$ cat src/rtl/nnrv_pkg.sv
// Shared pipeline definitions: op-type codes, default datapath width and
// the execute-stage FSM/shift-direction encodings used by decode and execute.
package nnrv_pkg;

  localparam int XLEN_DEFAULT = 32;

  localparam logic [3:0] OP_NOP  = 4'd0;
  localparam logic [3:0] OP_ADD  = 4'd1;
  localparam logic [3:0] OP_SUB  = 4'd2;
  localparam logic [3:0] OP_SLT  = 4'd3;
  localparam logic [3:0] OP_SLTU = 4'd4;
  localparam logic [3:0] OP_XOR  = 4'd5;
  localparam logic [3:0] OP_OR   = 4'd6;
  localparam logic [3:0] OP_AND  = 4'd7;
  localparam logic [3:0] OP_SLL  = 4'd8;
  localparam logic [3:0] OP_SRL  = 4'd9;
  localparam logic [3:0] OP_SRA  = 4'd10;

  typedef enum logic {
    IDLE  = 1'b0,
    SHIFT = 1'b1
  } ex_state_t;

  typedef enum logic [1:0] {
    DIR_SLL = 2'd0,
    DIR_SRL = 2'd1,
    DIR_SRA = 2'd2
  } shift_dir_t;

  function automatic shift_dir_t op_to_dir(input logic [3:0] op);
    case (op)
      OP_SRL:  return DIR_SRL;
      OP_SRA:  return DIR_SRA;
      default: return DIR_SLL;
    endcase
  endfunction

endpackage

$ cat src/rtl/nnrv_ex_shifter.sv
// Shift unit for the execute stage: iterative 1 bit/cycle by default, or a
// single-cycle barrel shifter when NNRV_EX_FAST_SHIFT_EN is defined.
module nnrv_ex_shifter
  import nnrv_pkg::*;
#(
  parameter int XLEN    = XLEN_DEFAULT,
  parameter int SHAMT_W = 5
) (
  input  logic               i_clk,
  input  logic               i_rst,
  input  logic               start,
  input  logic [XLEN-1:0]    op1,
  input  logic [SHAMT_W-1:0] shamt,
  input  shift_dir_t         dir,
  output logic               iterative,
  output logic [XLEN-1:0]    imm_result,
  output logic               busy,
  output logic               done,
  output logic [XLEN-1:0]    result
);

`ifdef NNRV_EX_FAST_SHIFT_EN

  logic unused_ok;
  assign unused_ok = ^{start, i_clk, i_rst};

  always_comb begin
    imm_result = op1;
    case (dir)
      DIR_SLL: imm_result = op1 << shamt;
      DIR_SRL: imm_result = op1 >> shamt;
      DIR_SRA: imm_result = $unsigned($signed(op1) >>> shamt);
      default: imm_result = op1;
    endcase
  end

  assign iterative = 1'b0;
  assign busy      = 1'b0;
  assign done      = 1'b0;
  assign result    = '0;

`else

  ex_state_t          state;
  shift_dir_t         dir_q;
  logic [XLEN-1:0]    acc;
  logic [XLEN-1:0]    next_acc;
  logic [SHAMT_W-1:0] cnt;

  always_comb begin
    next_acc = acc;
    case (dir_q)
      DIR_SLL: next_acc = {acc[XLEN-2:0], 1'b0};
      DIR_SRL: next_acc = {1'b0, acc[XLEN-1:1]};
      DIR_SRA: next_acc = {acc[XLEN-1], acc[XLEN-1:1]};
      default: next_acc = acc;
    endcase
  end

  always_ff @(posedge i_clk or posedge i_rst) begin
    if (i_rst) begin
      state <= IDLE;
      dir_q <= DIR_SLL;
      acc   <= '0;
      cnt   <= '0;
    end else begin
      case (state)
        IDLE: begin
          if (start) begin
            acc   <= op1;
            cnt   <= shamt;
            dir_q <= dir;
            state <= SHIFT;
          end
        end
        SHIFT: begin
          acc <= next_acc;
          cnt <= cnt - 1'b1;
          if (cnt == SHAMT_W'(1)) state <= IDLE;
        end
        default: state <= IDLE;
      endcase
    end
  end

  // A zero shift amount needs no iteration and completes like an ALU op.
  assign iterative  = (shamt != '0);
  assign imm_result = op1;
  assign busy       = (state == SHIFT);
  assign done       = busy && (cnt == SHAMT_W'(1));
  assign result     = next_acc;

`endif

endmodule

$ cat src/rtl/nnrv_ex.sv
// Execute stage: integer ALU with a one-cycle write-back pulse; shifts go to
// nnrv_ex_shifter (iterative, or single-cycle with NNRV_EX_FAST_SHIFT_EN).
module nnrv_ex
  import nnrv_pkg::*;
#(
  parameter int XLEN    = XLEN_DEFAULT,
  parameter int SHAMT_W = 5
) (
  input  logic            i_clk,
  input  logic            i_rst,
  input  logic [XLEN-1:0] i_exec_op1,
  input  logic [XLEN-1:0] i_exec_op2,
  input  logic [3:0]      i_exec_type,
  input  logic [4:0]      i_exec_rd,
  output logic            o_ex_busy,
  output logic            o_wb_en,
  output logic [4:0]      o_wb_rd,
  output logic [XLEN-1:0] o_wb_data
);

  logic            is_shift;
  logic            sh_start;
  logic            sh_iterative;
  logic            sh_busy;
  logic            sh_done;
  logic [XLEN-1:0] sh_imm_result;
  logic [XLEN-1:0] sh_result;
  logic            res_valid;
  logic [XLEN-1:0] res_data;
  logic [4:0]      rd_q;

  assign is_shift = (i_exec_type == OP_SLL) || (i_exec_type == OP_SRL) ||
                    (i_exec_type == OP_SRA);
  assign sh_start = !sh_busy && is_shift && sh_iterative;

  nnrv_ex_shifter #(
    .XLEN    (XLEN),
    .SHAMT_W (SHAMT_W)
  ) u_shifter (
    .i_clk      (i_clk),
    .i_rst      (i_rst),
    .start      (sh_start),
    .op1        (i_exec_op1),
    .shamt      (i_exec_op2[SHAMT_W-1:0]),
    .dir        (op_to_dir(i_exec_type)),
    .iterative  (sh_iterative),
    .imm_result (sh_imm_result),
    .busy       (sh_busy),
    .done       (sh_done),
    .result     (sh_result)
  );

  always_comb begin
    res_valid = 1'b1;
    res_data  = '0;
    case (i_exec_type)
      OP_ADD:  res_data = i_exec_op1 + i_exec_op2;
      OP_SUB:  res_data = i_exec_op1 - i_exec_op2;
      OP_SLT:  res_data = XLEN'($signed(i_exec_op1) < $signed(i_exec_op2));
      OP_SLTU: res_data = XLEN'(i_exec_op1 < i_exec_op2);
      OP_XOR:  res_data = i_exec_op1 ^ i_exec_op2;
      OP_OR:   res_data = i_exec_op1 | i_exec_op2;
      OP_AND:  res_data = i_exec_op1 & i_exec_op2;
      OP_SLL, OP_SRL, OP_SRA: begin
        res_valid = !sh_iterative;
        res_data  = sh_imm_result;
      end
      default: res_valid = 1'b0;
    endcase
  end

  // x0 writes still execute; only the strobe is suppressed.
  always_ff @(posedge i_clk or posedge i_rst) begin
    if (i_rst) begin
      o_wb_en   <= 1'b0;
      o_wb_rd   <= '0;
      o_wb_data <= '0;
      rd_q      <= '0;
    end else begin
      o_wb_en <= 1'b0;
      if (sh_done) begin
        o_wb_en   <= (rd_q != 5'd0);
        o_wb_rd   <= rd_q;
        o_wb_data <= sh_result;
      end else if (!sh_busy) begin
        if (res_valid) begin
          o_wb_en   <= (i_exec_rd != 5'd0);
          o_wb_rd   <= i_exec_rd;
          o_wb_data <= res_data;
        end else if (sh_start) begin
          rd_q <= i_exec_rd;
        end
      end
    end
  end

  assign o_ex_busy = sh_busy;

endmodule

$ cat config.mk
export PLATFORM = sky130hd
export DESIGN_NAME = nnrv_ex
export DESIGN_NICKNAME = d
export VERILOG_FILES = /design/src/rtl/nnrv_pkg.sv /design/src/rtl/nnrv_ex_shifter.sv /design/src/rtl/nnrv_ex.sv
export SDC_FILE = /design/constraint.sdc
export NUM_CORES = 1
export LEC_CHECK = 0
export BUFFER_PORTS_ARGS = -buffer_cell sky130_fd_sc_hd__buf_4
export CAP_MARGIN = 20
export CELL_PAD_IN_SITES_DETAIL_PLACEMENT = 0
export CELL_PAD_IN_SITES_GLOBAL_PLACEMENT = 1
export CORE_AREA = 5 5 178 180
export DETAILED_ROUTE_END_ITERATION = 10
export DIE_AREA = 0 0 183 185
export PLACE_DENSITY = 0.66
export RECOVER_POWER = 50
export SETUP_SLACK_MARGIN = 0.5
export SYNTH_ARGS = -nofsm -noshare
export SYNTH_HDL_FRONTEND = slang
export SYNTH_SLANG_ARGS = --single-unit
$ cat constraint.sdc
create_clock -name i_clk -period 2.4 [get_ports i_clk]
set_clock_uncertainty 0.05 [all_clocks]
set_input_delay 0.24 -clock i_clk [delete_from_list [all_inputs] [get_ports i_clk]]
set_output_delay 0.24 -clock i_clk [all_outputs]
set_load 0.03 [all_outputs]
==> run metrics, run 1 <==
# H-tree levels=3; logic gate share of total power=0.623; drt first pass iters=8; Critical Path Most Common Cell=buf_4; sequential element share of the synthesized area=0.2082; RSZ-0062 raised after global routing=yes; # IOs=114; largest area contributor in the synthesized netlist=dfrtp_1; Vias/cell=5.586; core box area=30030 um2; switching power=5.203 mW; CP Launch Type=input pin; Die Ht=185 um; ANT nets after route=0; Hold Path Class=in -> reg; Worst slew margin=0.1783; crit path buf inv count=4; count of different cell masters after synthesis=86; clock tree buffer depth=2; critical path's slowest cell=o41ai_4; Worst Setup End Kind=register; largest delay contributor family on the critical path=compound AO/OA/AOI/OAI gates; Initial DRC Count=1053; post-synthesis to final-layout area growth=67.32%; Die Footprint=33860 um2; routed wire length=47180 um; DP HPWL=35690 um; filler-free cell count of the finished design=2266; Switching Fraction=0.4731; largest cells by area after synthesis=dfrtp_1, ha_1, o21ai_0; cts bufs inserted=9; most common cell in the netlist=o21ai_0; share of cells above drive strength 1=0.4524; Setup WS post-layout=-0.2396 ns; final worst-path cycle share=1.100; Final #Nets=2047; failing checks=setup timing; EDFF count, synth=0; cell count after synthesis=1384; status=complete, but fails checks; # setup viols final=18; DRC viols=0; internal power=5.794 mW; pin count of the biggest net entering global routing=84; DR WL/cell=20.82 um; fillcell total=2854; ys flop type=dfrtp_1; Post-synth ARST share=1.000; # Max-Cap Violations=0; worst skew pair latency=0.36 ns; Power Density=658.6 nW/um2; Max Transition Viols Final=0; YS warnings=0; clock root buffer=clkbuf_16; Via Count=12660; total grt overflow=0; Mean Syn Cell Area=7.210 um2; diode count=0; Syn Nets=1566; Crit path arrival time=2.83 ns; Site Rows=64; initial antenna violation count=0; Hold Fails Final Rpt=0; r2r setup slk=0.32 ns; share of power burned in registers=0.254; Worst Path Required=2.59 ns; CP max stage delay=0.37 ns; Clock power frac=0.123; Initial Util=0.3323; critical path class=in -> reg; global-route wire length before repair=69260 um; Worst-Margin Slew=1.233 ns; final hold slack=0.05082 ns; Max Fclk=378.8 MHz; Placed Instances=2157; Total GRT Usage=0.2608; leakage power=7.441 nW; Cell Area, Synth=9978 um2; Buffers on Ports=113; RePlAce Congestion=0.9546; width of the die=183 um; Post-synth top cells=o21ai_0, nor2_1, nand2_1; CP cell instances=buf_4 > inv_2 > ha_4 > buf_4 > o21ai_2 > o21bai_1 > a21oi_2 > o41ai_4 > a31oi_1 > buf_4 > o21a_4 > a221oi_2 > o311ai_2 > a221o_1; Layout Utilization=0.5560; clk sinks=83; worst-case vdd ir drop=0.3733 mV; vias in the first global route=11870; Crit Path Max Fanout=3; Tmin final=2.640 ns; Clock transition at path regs=0.07 ns; Synth top area share=0.2082; CTS tree=yes; number of synthesized register bits=83
-- per-stage QoR --
step / instance area [um2] / setup TNS, ns / power, mW / setup WS [ns]
5_1_grt: 16700 / -4.323 / 11.66 / -0.3317
3_5_place_dp: 14110 / -13.61 / 8.569 / -0.7919
6_report: 16700 / -2.946 / 11.00 / -0.2396
4_1_cts: 15580 / -2.088 / 10.47 / -0.2342
2_1_floorplan: 10460 / -1.573 / 6.052 / -0.2782
3_3_place_gp: 14110 / -12.38 / 8.505 / -0.6976
-- routing by layer --
layer / global-route usage / vias up / part of all wire / wire [um]
met2: 0.4091 / 454 / 0.45 / 21220
met4: 0.05989 / 0 / 0.021 / 1004
met1: 0.3903 / 6159 / 0.47 / 22320
li1: - / 5989 / - / -
met5: 0 / - / 0 / 0
met3: 0.02121 / 57 / 0.056 / 2638
-- logic make-up after synthesis --
family	Yosys count	share of synthesized area
buffers and inverters	190	0.07423
adders and majority gates	107	0.1357
and+or+nand+nor	426	0.1941
muxes	16	0.01668
DFF	83	0.2082
AOI/OAI and AO/OA	554	0.3641
xor gates and xnor gates	8	0.007022
-- flip-flops by register name (all words and copies together) (netlist names) --
name / flops
u_shifter.dir_q: 2
o_wb_rd: 5
u_shifter.cnt: 5
o_wb_en: 1
u_shifter.busy: 1
rd_q: 5
u_shifter.acc: 32
o_wb_data: 32
-- power groups by stage --
stage,combinational [mW],sequential (mW),clock [mW]
3_5_place_dp,5.79,2.78,0
6_report,6.85,2.79,1.36
2_1_floorplan,2.97,3.08,0
5_1_grt,7.40,2.84,1.42
3_3_place_gp,5.73,2.77,0
4_1_cts,6.34,2.75,1.38
-- worst min-delay path, stage by stage --
cell and delay [ns]:
buf_4 0.10, nand2_1 0.04, nand2_1 0.05
-- repair_timing --
| action | in CTS | in global routing |
|---|---|---|
| endpoints found under the setup margin | 35 | 59 |
| gates resized for setup | 191 | 221 |
| hold buffers | 1 | 0 |
| pin swaps | 94 | 112 |
| cloned | 2 | 7 |
| buffers inserted | 50 | 33 |
| endpoints found under the hold margin | 32 | 0 |
-- cells in the final DEF, fill, tap and decap left out, types with 13 or more instances in the layout --
master,n
nor2_1,106
a21oi_1,86
nand3_1,20
nor2_2,15
nand2b_1,33
o21ai_0,101
ha_4,18
clkbuf_16,13
ha_1,81
buf_12,15
a22oi_1,13
a21o_1,20
a21oi_2,36
inv_4,16
buf_6,65
o21ai_1,48
a221oi_1,18
o21ai_2,18
dfrtp_1,80
inv_1,62
nand2_1,125
buf_4,456
o21bai_1,14
nor3_1,19
nor2_4,22
a31oi_1,15
inv_2,13
o211ai_1,43
-- worst paths after layout --
check	startpoint	end	cells past startpoint
hold reg to reg	rd_q[1]	rd_q[1]	2
hold / removal	i_exec_rd[2]	rd_q[2]	3
max in group asynchronous	i_rst	u_shifter.dir_q[0]	4
setup / recovery	i_exec_op1[3]	o_wb_data[20]	14
setup reg to reg	u_shifter.cnt[1]	o_wb_data[25]	8
min in group asynchronous	i_rst	o_wb_data[5]	4
-- final cells by class --
cell class,count,area (um2),share of cell area
clock buffers,10,229.0,0.01371
clock inverters,6,50.05,0.002998
inverters,95,421.7,0.02525
multi-input cells,1111,8593,0.5147
flip-flops and latches,83,2083,0.1248
well taps,396,495.5,0.02968
repair buffers,565,4823,0.2889
No activity file was read; power rests on OpenSTA's default activity.
==> run 2: changes to the inputs <==
- ABC_AREA: not set -> 1
- CORE_AREA: 5 5 178 180 -> 5 5 183 185
- DIE_AREA: 0 0 183 185 -> 0 0 188 190
- PLACE_DENSITY: 0.66 -> 0.69
==> run metrics, run 2 <==
status=complete, no violations; sequential element share of the synthesized area=0.1950; DRC viols=0; Die Ht=190 um; Max Transition Viols Final=0; Crit path arrival time=2.09 ns; Mean Syn Cell Area=5.910 um2; count of different cell masters after synthesis=48; total grt overflow=0; # Max-Cap Violations=0; post-synthesis to final-layout area growth=40.34%; Syn Nets=1984; number of synthesized register bits=83; share of cells above drive strength 1=0.3073; Site Rows=66; DR WL/cell=19.63 um; # IOs=114; worst-case vdd ir drop=0.4929 mV; vias in the first global route=12730; cell count after synthesis=1802; Power Density=669.8 nW/um2; Cell Area, Synth=10650 um2; Worst Setup End Kind=register; YS warnings=0; diode count=0; Worst Path Required=2.62 ns; critical path class=in -> reg; RePlAce Congestion=1.011; leakage power=7.845 nW; Die Footprint=35720 um2; routed wire length=49200 um; top flop regs=o_wb_data x32, u_shifter.acc x32; largest area contributor in the synthesized netlist=dfrtp_1; Via Count=13080; Hold Fails Final Rpt=0; Hold Path Class=in -> reg; CP Launch Type=input pin; EDFF count, synth=0; Synth top area share=0.1950; most frequent cells in the layout=nand2_1, inv_1, buf_4; cts bufs inserted=9; setup TNS=0 ns; Worst-Margin Slew=1.312 ns; initial antenna violation count=0; Max Fclk=534.5 MHz; Placed Instances=2477; # setup viols final=0; final worst-path cycle share=0.7795; most common cell in the netlist=nand2_1; filler-free cell count of the finished design=2507; global-route wire length before repair=73690 um; # H-tree levels=3; Worst slew margin=0.1202; Buffers on Ports=113; ANT nets after route=0; drt first pass iters=5; clk sinks=83; core box area=31880 um2; ys flop type=dfrtp_1; clock root buffer=clkbuf_16; Post-synth top cells=nand2_1, inv_1, nor2_1; worst skew pair latency=0.35 ns; Vias/cell=5.216; commonest non-fill, non-tap cell in the layout=nand2_1; Initial Util=0.3341; width of the die=188 um; Clock transition at path regs=0.06 ns; Final #Nets=2276; RSZ-0062 raised after global routing=yes; largest cells by area after synthesis=dfrtp_1, nand2_1, ha_1; CTS tree=yes; Post-synth ARST share=1.000; clock tree buffer depth=2; DP HPWL=39350 um; Total GRT Usage=0.2649; pin count of the biggest net entering global routing=35; Initial DRC Count=945; Crit Path Max Fanout=6; Tmin final=1.871 ns
[run 2: cell count changes after synthesis, sizes merged, moves of 25 or more]
cell,change
nand2b,-33
nand3,+102
inv,+255
nor2,+35
nand2,+390
o211ai,-39
buf,+25
o22ai,+50
clkbuf,-52
o21ai,-130
[run 2: logic make-up (layout without fill, tap and decap cells)]
family | count (synthesis) | in the layout | share of synthesized area
simple gates | 866 | 866 | 0.3315
buf+inv | 420 | 717 | 0.1552
compound gates | 317 | 317 | 0.1838
fa+ha+maj | 107 | 107 | 0.1271
flops | 83 | 83 | 0.1950
xor+xnor | 9 | 9 | 0.007403
[run 2: per-layer routing]
layer  share of wire  wire [um]  up-vias  GRT usage
met4           0.066       3255        0     0.1462
met2            0.45      22360      477     0.4333
met1            0.43      21190     6137     0.3412
li1                -          -     6347          -
met3           0.049       2394      116    0.03101
met5               0          0        -          0
[run 2: layout make-up]
cell class                 instances  area (um2)
fill                            3472       16930
multi-input combinational       1299        8148
timing repair buffer             349        2575
sequential                        83        2077
inverter                         352        1348
tap                              408       510.5
clock buffer                      10       239.0
clock inverter                     6       47.55
[run 2: worst paths after layout]
path / startpoint / end / slack [ns] / depth (start not counted)
min in group asynchronous: i_rst / o_wb_rd[1] / 0.69 / 3
hold reg to reg: rd_q[4] / rd_q[4] / 0.44 / 2
setup / recovery: i_exec_op1[18] / o_wb_data[0] / 0.53 / 16
max in group asynchronous: i_rst / o_wb_data[12] / 0.68 / 4
setup reg to reg: u_shifter.busy / u_shifter.acc[9] / 0.60 / 6
hold / removal: i_exec_rd[3] / rd_q[3] / 0.06 / 3
[run 2: worst max-delay path, stage by stage]
cell     delay [ns]
buf_4          0.14
inv_1          0.08
ha_4           0.27
inv_1          0.12
nand2_2        0.07
buf_4          0.14
nor2_4         0.11
inv_1          0.09
buf_4          0.14
nor4_4         0.16
nand2_2        0.11
nand3_1        0.10
nand3_1        0.08
nand2_1        0.07
nand2_1        0.05
a21oi_1        0.12
[run 2: what timing repair did]
action	in CTS	in global routing
hold buffers	1	0
gates resized for setup	132	246
hold endpoints to repair	25	0
pin swaps	17	57
setup endpoints to repair	28	62
buffers inserted	3	10
[run 2: per-stage QoR]
stage	power, mW	util	area, um2	setup slack [ns]	hold slack (ns)
3_3_place_gp	8.360	0.4204	13400	-0.1772	0.3223
2_1_floorplan	6.068	-	10660	0.5076	0.2996
4_1_cts	9.952	0.4468	14240	0.4623	0.05955
5_1_grt	10.77	0.4688	14940	0.4366	0.07175
6_report	10.01	0.4688	14940	0.5292	0.06288
3_5_place_dp	8.404	0.4204	13400	-0.1626	0.3208
[run 2: report_power, final]
part	total, mW	internal [mW]	switching [mW]
Sequential	2.56	2.07	0.488
Combinational	6.09	2.11	3.98
Clock	1.36	0.737	0.621
==> run 3: changes to the inputs <==
- ABC_AREA: 1 -> 0
- CORE_AREA: 5 5 183 185 -> 5 5 178 180
- DIE_AREA: 0 0 188 190 -> 0 0 183 185
- PLACE_DENSITY: 0.69 -> 0.63
- clock period: 2.4 -> 1.85 ns (I/O delays scaled with it)
==> run metrics, run 3 (same netlist as run 1, synthesis figures left out) <==
cts bufs inserted=9; Hold Path Class=in -> reg; Worst Path Required=2.06 ns; routed wire length=48240 um; top flop regs=o_wb_data x32, u_shifter.acc x32; # Max-Cap Violations=0; Tmin final=2.664 ns; share of cells above drive strength 1=0.4693; CP Launch Type=input pin; CP cell instances=buf_12 > buf_4 > ha_4 > inv_4 > fa_2 > nor2b_4 > o211ai_1 > buf_4 > a31oi_4 > nor2_4 > o21ai_4 > a221oi_2 > buf_4 > a211o_1 > a22o_1 > a311o_1; diode count=0; Worst Setup End Kind=register; critical path class=in -> reg; Die Footprint=33860 um2; Die Ht=185 um; clock tree buffer depth=2; Power Density=876.7 nW/um2; width of the die=183 um; leakage power=7.864 nW; global-route wire length before repair=72110 um; clk sinks=83; Total GRT Usage=0.2734; Max Fclk=375.4 MHz; Worst slew margin=0.2036; Buffers on Ports=113; status=complete, but fails checks; Hold Fails Final Rpt=0; critical path's slowest cell=a311o_1; setup TNS=-19.01 ns; largest delay contributor family on the critical path=compound AO/OA/AOI/OAI gates; commonest non-fill, non-tap cell in the layout=buf_4; # IOs=114; RSZ-0062 raised after global routing=yes; Worst-Margin Slew=1.195 ns; crit path buf inv count=5; DP HPWL=37470 um; Via Count=12690; DR WL/cell=20.68 um; pin count of the biggest net entering global routing=84; DRC viols=0; most frequent cells in the layout=buf_4, nand2_1, nor2_1; worst skew pair latency=0.36 ns; clock root buffer=clkbuf_16; worst-case vdd ir drop=0.5097 mV; # setup viols final=38; Final #Nets=2114; RePlAce Congestion=0.9388; initial antenna violation count=0; core box area=30030 um2; fin area=17280 um2; CP max stage delay=0.31 ns; final worst-path cycle share=1.440; Initial Util=0.3323; Setup WS post-layout=-0.8139 ns; ANT nets after route=0; CTS tree=yes; drt first pass iters=6; total grt overflow=0; Vias/cell=5.440; Site Rows=64; Crit Path Max Fanout=4; Tot Pwr=15.15 mW; failing checks=setup timing; post-synthesis to final-layout area growth=73.22%; Initial DRC Count=942; Placed Area=14880 um2; fillcell total=2823; Max Transition Viols Final=0; Crit path arrival time=2.87 ns; vias in the first global route=12150; Critical Path Most Common Cell=buf_4; pre-CTS WS=-1.286 ns; Clock transition at path regs=0.08 ns; # H-tree levels=3
## run 3: layout make-up
cell class	count	area, um2	area share
multi-input combinational	1112	8519	0.4929
timing repair buffer	631	5459	0.3158
sequential	83	2081	0.1204
tap	396	495.5	0.02867
inverter	95	405.4	0.02345
clock buffer	9	225.2	0.01303
clock inverter	7	98.84	0.005719
## run 3: worst register-to-register path, cell delays in order, from the launching register on
cell and delay [ns]:
dfrtp_2 0.44, nor3b_4 0.16, and3b_2 0.26, nor2_1 0.50, o21ai_0 0.28, a31oi_1 0.25
o41ai_2 0.11
## run 3: report_power, final
part | internal, mW | leakage, nW | total, mW | switching (mW)
registers | 2.67 | 1.01 | 3.54 | 0.876
logic | 4.38 | 6.70 | 9.51 | 5.13
clock network | 1.20 | 0.156 | 2.10 | 0.907
## run 3: worst paths after layout
check	from	end	slack, ns	cells after the start
max	i_exec_op2[0]	o_wb_data[28]	-0.81	16
min	i_exec_rd[1]	o_wb_rd[1]	0.06	3
max reg2reg	u_shifter.busy	o_wb_data[25]	-0.29	6
min reg2reg	rd_q[3]	rd_q[3]	0.46	2
max in group asynchronous	i_rst	u_shifter.dir_q[1]	0.18	4
min in group asynchronous	i_rst	u_shifter.acc[3]	0.73	4
## run 3: per-layer routing
| layer | share of wire | GRT usage | vias up |
|---|---|---|---|
| li1 | - | - | 6129 |
| met1 | 0.48 | 0.4102 | 6153 |
| met2 | 0.45 | 0.4281 | 366 |
| met3 | 0.053 | 0.02474 | 43 |
| met4 | 0.015 | 0.05691 | 0 |
| met5 | 0 | 0 | - |
## run 3: stage by stage
stage | std cells | utilization | hold WS, ns
finish | 2333 | 0.5756 | 0.05777
global route | 2333 | 0.5756 | 0.05775
CTS | 2298 | 0.5451 | 0.04493
detailed placement | 2234 | 0.4955 | 0.3230
global placement | 2234 | 0.4955 | 0.3154
floorplan | 1384 | - | 0.2446
## run 3: repair_timing
item | in CTS | in global routing
gates resized for setup | 188 | 147
hold endpoints to repair | 88 | 0
hold buffers | 6 | 0
endpoints found under the setup margin | 84 | 84
setup buffers | 38 | 33
gates cloned | 4 | 2
pin swaps | 114 | 95
